## src/rtl/wt_inval_queue.sv

```systemverilog
// wt_inval_queue: line-aligned snoop invalidation FIFO feeding the write-through
// cache subsystem's invalidation port, with optional tail coalescing.
//
// Build option: define WT_INVAL_MERGE_EN to coalesce a request into the tail entry
// when both fall on the same line. Without it, every accepted request takes an entry.
//
// Ports:
//   clk_i, rst_i        clock, asynchronous active-high reset
//   snoop_valid_i/_o    request from interconnect; snoop_ready_o accepts it
//   snoop_addr_i        byte address; the line-offset bits are cleared on entry
//   inval_valid_o       head entry valid toward the cache subsystem
//   inval_ready_i       cache subsystem takes the head
//   inval_addr_o        line address of the head (holds last value when empty)
//   count_o             occupied entries
//   merged_o            one-cycle pulse after a request was coalesced
module wt_inval_queue #(
    parameter int unsigned Depth       = 4,
    parameter int unsigned OffsetWidth = 4
) (
    input  logic                     clk_i,
    input  logic                     rst_i,
    input  logic                     snoop_valid_i,
    output logic                     snoop_ready_o,
    input  logic [63:0]              snoop_addr_i,
    output logic                     inval_valid_o,
    input  logic                     inval_ready_i,
    output logic [63:0]              inval_addr_o,
    output logic [$clog2(Depth):0]   count_o,
    output logic                     merged_o
);

    localparam int unsigned PtrW = $clog2(Depth);
    localparam int unsigned CntW = PtrW + 1;
    localparam logic [63:0] LineMask = ~((64'd1 << OffsetWidth) - 64'd1);

    logic [63:0]     mem_q [Depth];
    logic [PtrW-1:0] rd_ptr_q, rd_ptr_d;
    logic [PtrW-1:0] wr_ptr_q, wr_ptr_d;
    logic [CntW-1:0] count_q, count_d;
    logic [63:0]     head_q, head_d;
    logic            merged_q, merged_d;

    logic [63:0]     addr_line;
    logic            deq;
    logic            enq;
    logic            merge_hit;

    // Masking rather than slicing keeps every address bit in use.
    assign addr_line = snoop_addr_i & LineMask;
    assign deq       = (count_q != '0) && inval_ready_i;

`ifdef WT_INVAL_MERGE_EN
    logic [PtrW-1:0] tail_ptr;

    // Tail is the slot just behind the write pointer; a lone tail that is leaving
    // this cycle cannot absorb the request.
    assign tail_ptr  = wr_ptr_q - PtrW'(1);
    assign merge_hit = (count_q != '0)
                    && (addr_line == mem_q[tail_ptr])
                    && !((count_q == CntW'(1)) && deq);
`else
    assign merge_hit = 1'b0;
`endif

    // Full refuses non-merging requests even if the head leaves this cycle.
    assign snoop_ready_o = (count_q != CntW'(Depth)) || merge_hit;
    assign enq           = snoop_valid_i && snoop_ready_o && !merge_hit;

    // Next-state for pointers, occupancy, registered head and merge pulse.
    always_comb begin
        rd_ptr_d = rd_ptr_q;
        wr_ptr_d = wr_ptr_q;
        count_d  = count_q;
        head_d   = head_q;
        merged_d = snoop_valid_i && merge_hit;

        if (deq) rd_ptr_d = rd_ptr_q + PtrW'(1);
        if (enq) wr_ptr_d = wr_ptr_q + PtrW'(1);

        case ({enq, deq})
            2'b10:   count_d = count_q + CntW'(1);
            2'b01:   count_d = count_q - CntW'(1);
            default: count_d = count_q;
        endcase

        // The new head is either the entry being written now or one already stored.
        if (count_d != '0) begin
            if (enq && (wr_ptr_q == rd_ptr_d)) head_d = addr_line;
            else                               head_d = mem_q[rd_ptr_d];
        end
    end

    always_ff @(posedge clk_i or posedge rst_i) begin
        if (rst_i) begin
            rd_ptr_q <= '0;
            wr_ptr_q <= '0;
            count_q  <= '0;
            head_q   <= '0;
            merged_q <= 1'b0;
        end else begin
            rd_ptr_q <= rd_ptr_d;
            wr_ptr_q <= wr_ptr_d;
            count_q  <= count_d;
            head_q   <= head_d;
            merged_q <= merged_d;
        end
    end

    // Storage needs no reset: occupancy alone decides which entries are live.
    always_ff @(posedge clk_i) begin
        if (enq) mem_q[wr_ptr_q] <= addr_line;
    end

    assign inval_valid_o = (count_q != '0);
    assign inval_addr_o  = head_q;
    assign count_o       = count_q;
    assign merged_o      = merged_q;

endmodule

```

## config.mk

```make
export PLATFORM = sky130hd
export DESIGN_NAME = wt_inval_queue
export DESIGN_NICKNAME = d
export VERILOG_FILES = /design/src/rtl/wt_inval_queue.sv
export SDC_FILE = /design/constraint.sdc
export NUM_CORES = 1
export LEC_CHECK = 0
export BUFFER_PORTS_ARGS = -buffer_cell sky130_fd_sc_hd__buf_2
export CORE_MARGIN = 8
export CORE_UTILIZATION = 55
export CTS_CLUSTER_DIAMETER = 80
export DETAILED_ROUTE_END_ITERATION = 8
export PLACE_DENSITY_LB_ADDON = 0.08
export SLEW_MARGIN = 20
export SYNTH_ARGS = -nofsm -noshare
export SYNTH_HDL_FRONTEND = slang
export SYNTH_SLANG_ARGS = --single-unit
export TNS_END_PERCENT = 100
```

## constraint.sdc

```tcl
create_clock -name clk_i -period 10 [get_ports clk_i]
set_clock_uncertainty 0.2 [all_clocks]
set_input_delay 1 -clock clk_i [delete_from_list [all_inputs] [get_ports clk_i]]
set_output_delay 1 -clock clk_i [all_outputs]
set_load 0.02 [all_outputs]
```

# ---- Yosys cells after proc, flatten, opt, wreduce, memory -nomap -nowiden
# Memories as Yosys holds them, arrays and structs flattened. A register that Yosys moved wholly into a read port is not among the register bits.
# Cells that the tools add are included.
dict set report totals {
  ff_bits 71
  ram_bits 240
  inputBits 68
  output_inout_bits 70
  elab_cells 23
  memories 1
}
dict set report op_classes {
  addsub 4
  n_eq_ne 4
  mux 5
  reduce_logical 5
}
# name depth word_bits rd rd_clocked_by_memory_dff write_ports line_no
set memory_table {}
lappend memory_table {mem_q 4 60 1 1 1 36} ;# logic [63:0] mem_q [Depth];
# cell n
set ops {}
lappend ops {{64-bit two-way mux} 1}
lappend ops {{3-bit one-hot mux with 2 select lines} 1}
lappend ops {{3-bit nonzero test} 2}
lappend ops {{2-bit by 1-bit adder with 2-bit output, second input constant} 2}
lappend ops {{3-bit by 1-bit adder with 3-bit output, second input constant} 1}
lappend ops {{1-bit logical AND} 3}
lappend ops {{3-bit inequality test, second input constant} 1}
lappend ops {{3-bit by 1-bit subtractor with 3-bit output, second input constant} 1}
lappend ops {{2-bit by 1-bit == test with 1-bit output, second input constant} 1}
lappend ops {{2-bit == test} 1}
lappend ops {{2-bit == test, second input constant} 1}
lappend ops {{1-bit two-way mux} 2}
lappend ops {{2-bit two-way mux} 1}

# ---- Logic depth before layout (Yosys ltp)
dict set report logic_depth {
  ltp_word 6
  depth_mapped 17
  depth_no_buf 12
}

# ---- Worst setup path after synthesis
# Ideal clock, no wire load.
dict set report synth_timing {
  kind {register to register}
  from {reg count_q[2], in the netlist count_o[2]}
  to {reg head_q[10], in the netlist inval_addr_o[10] (read register of mem_q)}
  setup_ps 135
  arrival_ps 4034
  t_required_ps 9665
  slack_ps 5631
  path_stages_with_launch 16
  n_path_buf 5
  synth_period_minus_slack_ps 4369
  cell_sequence {dfrtp_1 clkbuf_1 nand3_1 and2_1 clkbuf_1 inv_1 clkbuf_1 ha_1 inv_1 fa_1 xor2_1 o21a_1 nor4_1 clkbuf_1 clkbuf_1 o31ai_1}
}
dict set report synth_via {
  elab_chain_len 5
  word_cells_on_any_way 11
  classes_between {2 x add/sub; 3 x eq/ne; 2 x mux; 4 x reduce/logical}
}
# item line_no
set synth_lines {}
lappend synth_lines {{from (decl)} 39} ;# logic [CntW-1:0] count_q, count_d;
lappend synth_lines {{from (signal assigned)} 103} ;# count_q <= count_d;
lappend synth_lines {{3-bit inequality test *} 66} ;# assign snoop_ready_o = (count_q != CntW'(Depth)) || merge_hit;
lappend synth_lines {{net snoop_ready_o} 23} ;# output logic snoop_ready_o,
lappend synth_lines {{1-bit logical AND *} 67} ;# assign enq = snoop_valid_i && snoop_ready_o && !merge_hit;
lappend synth_lines {{2-bit by 1-bit == test with 1-bit output / 2-bit == test (equally long branches)} 80} ;# case ({enq, deq})
lappend synth_lines {{3-bit one-hot mux with 2 select lines *} 80}
lappend synth_lines {{3-bit nonzero test *} 87} ;# if (count_d != '0) begin
lappend synth_lines {{to (decl)} 40} ;# logic [63:0] head_q, head_d;
# Mark *: on every way through the listed nets, which the timed path passes. The rest lies on a longest branch.
# A chain may end at the register's enable or synchronous reset.

# ---- Final worst setup path
dict set report layout_timing {
  from {in inval_ready_i}
  to {reg head_q[61], in the netlist inval_addr_o[61] (read register of mem_q)}
}
dict set report layout_via {
  elab_chain_len 4
  word_cells_on_any_way 6
  classes_between {2 x eq/ne; 2 x mux; 2 x reduce/logical}
}
# item line_no
set layout_lines {}
lappend layout_lines {{from (decl)} 26} ;# input logic inval_ready_i,
lappend layout_lines {{1-bit logical AND *} 50} ;# assign deq = (count_q != '0) && inval_ready_i;
lappend layout_lines {{2-bit by 1-bit == test with 1-bit output / 2-bit == test (equally long branches)} 80}
lappend layout_lines {{3-bit one-hot mux with 2 select lines} 80}
lappend layout_lines {{3-bit nonzero test} 87}
# Mark *: on every way between the ends. The rest lies on a longest branch, timed or not.

==> summary.md <==
| Metric | Value |
|---|---|
| H-Tree Depth | 2 |
| Die ar. | 33000 um2 |
| Num CTS Buffers | 34 |
| Clk sink count | 307 |
| Fin crit period | 4.67 ns |
| CTS max path bufs | 3 |
| Hold WC Path Type | input port to asynchronous set/reset pin |
| Power Density | 342 nW/um2 |
| Die W | 182 um |
| Commonest non-fill, non-tap cell in the layout | edfxtp_1 |
| Total negative slack | 0 ns |
| Total I/O pin count | 138 |
| Non-filler cells, final | 1617 |
| # fillers | 2069 |
| Drt pass-1 iters | 5 |
| First-pass GRT wire length | 60500 um |
| Largest net degree at the start of global routing | 182 |
| Worst-Margin Slew | 1.15 ns |
| Routability congestion estimate | 0.731 |
| Most frequent cells in the layout | edfxtp_1, nand2_1, mux2i_1 |
| Fraction of layout cells with a size suffix above 1 | 0.172 |
| # port buffers | 128 |
| Max Cap Viol | 0 |
| Post-Route WL | 38700 um |
| Post-CTS sizing | 0 |
| Fin. max-slew vios | 0 |
| Vias per cell | 6.69 |
| Final worst path period share | 0.467 |
| R2r endpoint | inval_addr_o[61] |
| Warnings, synthesis | 0 |
| Number of synthesized flops with an enable pin | 240 |
| CP Capture Type | flip-flop |
| RR Startpoint | count_o[1] |
| Max frequency | 214 MHz |
| Leakage power | 6.42 nW |
| Row count | 60 |
| Final Instance Area | 17000 um2 |
| Critical setup path kind | input port to flip-flop |
| RSZ-0062 raised after global routing | false |
| Slew HR | 0.231 |
| Flop2flop setup slack | 5.53 ns |
| Critical path arrival | 4.87 ns |
| Initial Utilization | 0.561 |
| Async S/R FF share, synth | 0.218 |
| Final setup vio count | 0 |
| 1st-iter DRT viols | 831 |
| Synthesized area | 15100 um2 |
| GRT Util Overall | 0.229 |
| Routed vias | 10800 |
| CTS Hold Bufs | 0 |
| Final core utilization | 0.630 |
| Sequential element share of the synthesized area | 0.588 |
| Initial antenna violation count | 2 |
| Startpoint Class | input port |
| Core area | 27000 um2 |
| Top_reg_cell synth | edfxtp_1 |
| Vias in the first global route | 11200 |
| Syn Inst Count | 1203 |
| CP Max Fanout | 60 |
| DP Cell Count | 1555 |
| Post-synth cell types | 36 |
| Post-CTS Setup Bufs | 0 |
| Die span in y | 182 um |
| Residual DRC count | 0 |
| CP startpoint | inval_ready_i |
| Average wire per standard cell | 23.9 um |
| # diodes | 0 |
| Final HPWL DP | 19000 um |
| Worst skew pair latency | 0.51 ns |
| Layout area overhead | 12.4% |
| Flops & latches, synth | 307 |
| Global route overflow | 0 |
| Final #Nets | 1324 |
| Clk pin slew, worst setup/hold paths | 0.06 ns |
| Status | finished, final reports clean |
| R2R depth | 8 |
| Req. time, crit path | 10.20 ns |
| Avg Cell Area, Syn | 12.6 um2 |
| CTS tree | built |
| Final hold vios | 0 |
| Placed Area | 15800 um2 |
| Maximum VDD drop | 249 uV |
| Clock Tree Root | clkbuf_16 |
| Final antenna-violating net count | 0 |
per-stage QoR:
step                setup WS (ns)  hold WS, ns  power, mW
finish                       5.33        0.261       5.82
global route                 5.14        0.288       6.14
CTS                          5.39        0.268       5.84
detailed placement           4.88        0.260       4.54
global placement             4.92        0.254       4.48
floorplan                    5.63        0.314       3.81
flip-flops by register name, summed over array words and instances, names as in the netlist:
register	cells
count_o	3
inval_addr_o	60
mem_q	240
rd_ptr_q	2
wr_ptr_q	2
worst max-delay path: stages:
cell and delay, ns:
buf_2 0.08, buf_4 0.69, o31ai_4 0.18, buf_4 0.40, nor4b_1 0.67, a211o_2 0.70, buf_4 0.56, a221oi_1 0.21
o31ai_1 0.30
how the worst max path moves through the flow:
| stage | end | slack [ns] | depth (start not counted) |
|---|---|---|---|
| 5_1_grt | inval_addr_o[10] | 5.14 | 9 |
| 3_5_place_dp | inval_addr_o[4] | 4.88 | 9 |
| 2_1_floorplan | inval_addr_o[10] | 5.63 | 15 |
| 6_report | inval_addr_o[61] | 5.33 | 9 |
| 3_3_place_gp | inval_addr_o[54] | 4.92 | 9 |
| 4_1_cts | inval_addr_o[57] | 5.39 | 9 |
layout make-up:
class	instances	area, um2	share of cell area
Timing Repair Buffer	145	781	0.0460
Sequential cell	307	8890	0.524
Multi-Input combinational cell	753	5670	0.334
Clock buffer	42	955	0.0562
Clock inverter	20	224	0.0132
Inverter	9	35.0	0.00206
Tap cell	341	427	0.0251
cells in the mapped netlist (2+ instances only):
library cell / count / area, um2
a221oi_1: 60 / 526
and3_1: 4 / 25.0
inv_1: 6 / 22.5
buf_2: 29 / 145
nand2_1: 180 / 676
buf_1: 3 / 11.3
buf_4: 5 / 37.5
o31ai_1: 59 / 443
edfxtp_1: 240 / 7210
o311a_1: 59 / 591
xnor2_1: 5 / 43.8
dfrtp_1: 67 / 1680
and2_1: 2 / 12.5
clkbuf_1: 101 / 379
mux4_2: 2 / 45.0
nor3_1: 60 / 300
a311oi_1: 59 / 517
mux2i_1: 178 / 1780
a211oi_1: 60 / 450
nor4_1: 2 / 12.5
ha_1: 5 / 62.6
inv_2: 3 / 11.3
power breakdown:
group          switching (mW)  internal, mW  total (mW)
logic                    1.67         0.865        2.53
registers               0.218          1.77        1.99
clock network           0.488         0.807        1.30
total                    2.37          3.45        5.82
cell families after synthesis:
kind of cell               share of synthesized area
buffers and inverters                         0.0402
adders and majority gates                    0.00546
muxes                                          0.121
DFF                                            0.588
other                                       0.000248
and+or+nand+nor                               0.0710
xor gates and xnor gates                     0.00348
AOI/OAI and AO/OA                              0.171
routing by layer:
layer / track usage / part of all wire / up-vias / wire length [um]
met5: 0 / 0.00070 / - / 27
met4: 0.0689 / 0.017 / 4 / 651
met3: 0.0473 / 0.066 / 75 / 2540
met2: 0.395 / 0.50 / 387 / 19400
met1: 0.286 / 0.42 / 5437 / 16100
li1: - / - / 4914 / -
Power figures use the tool's default switching activity.
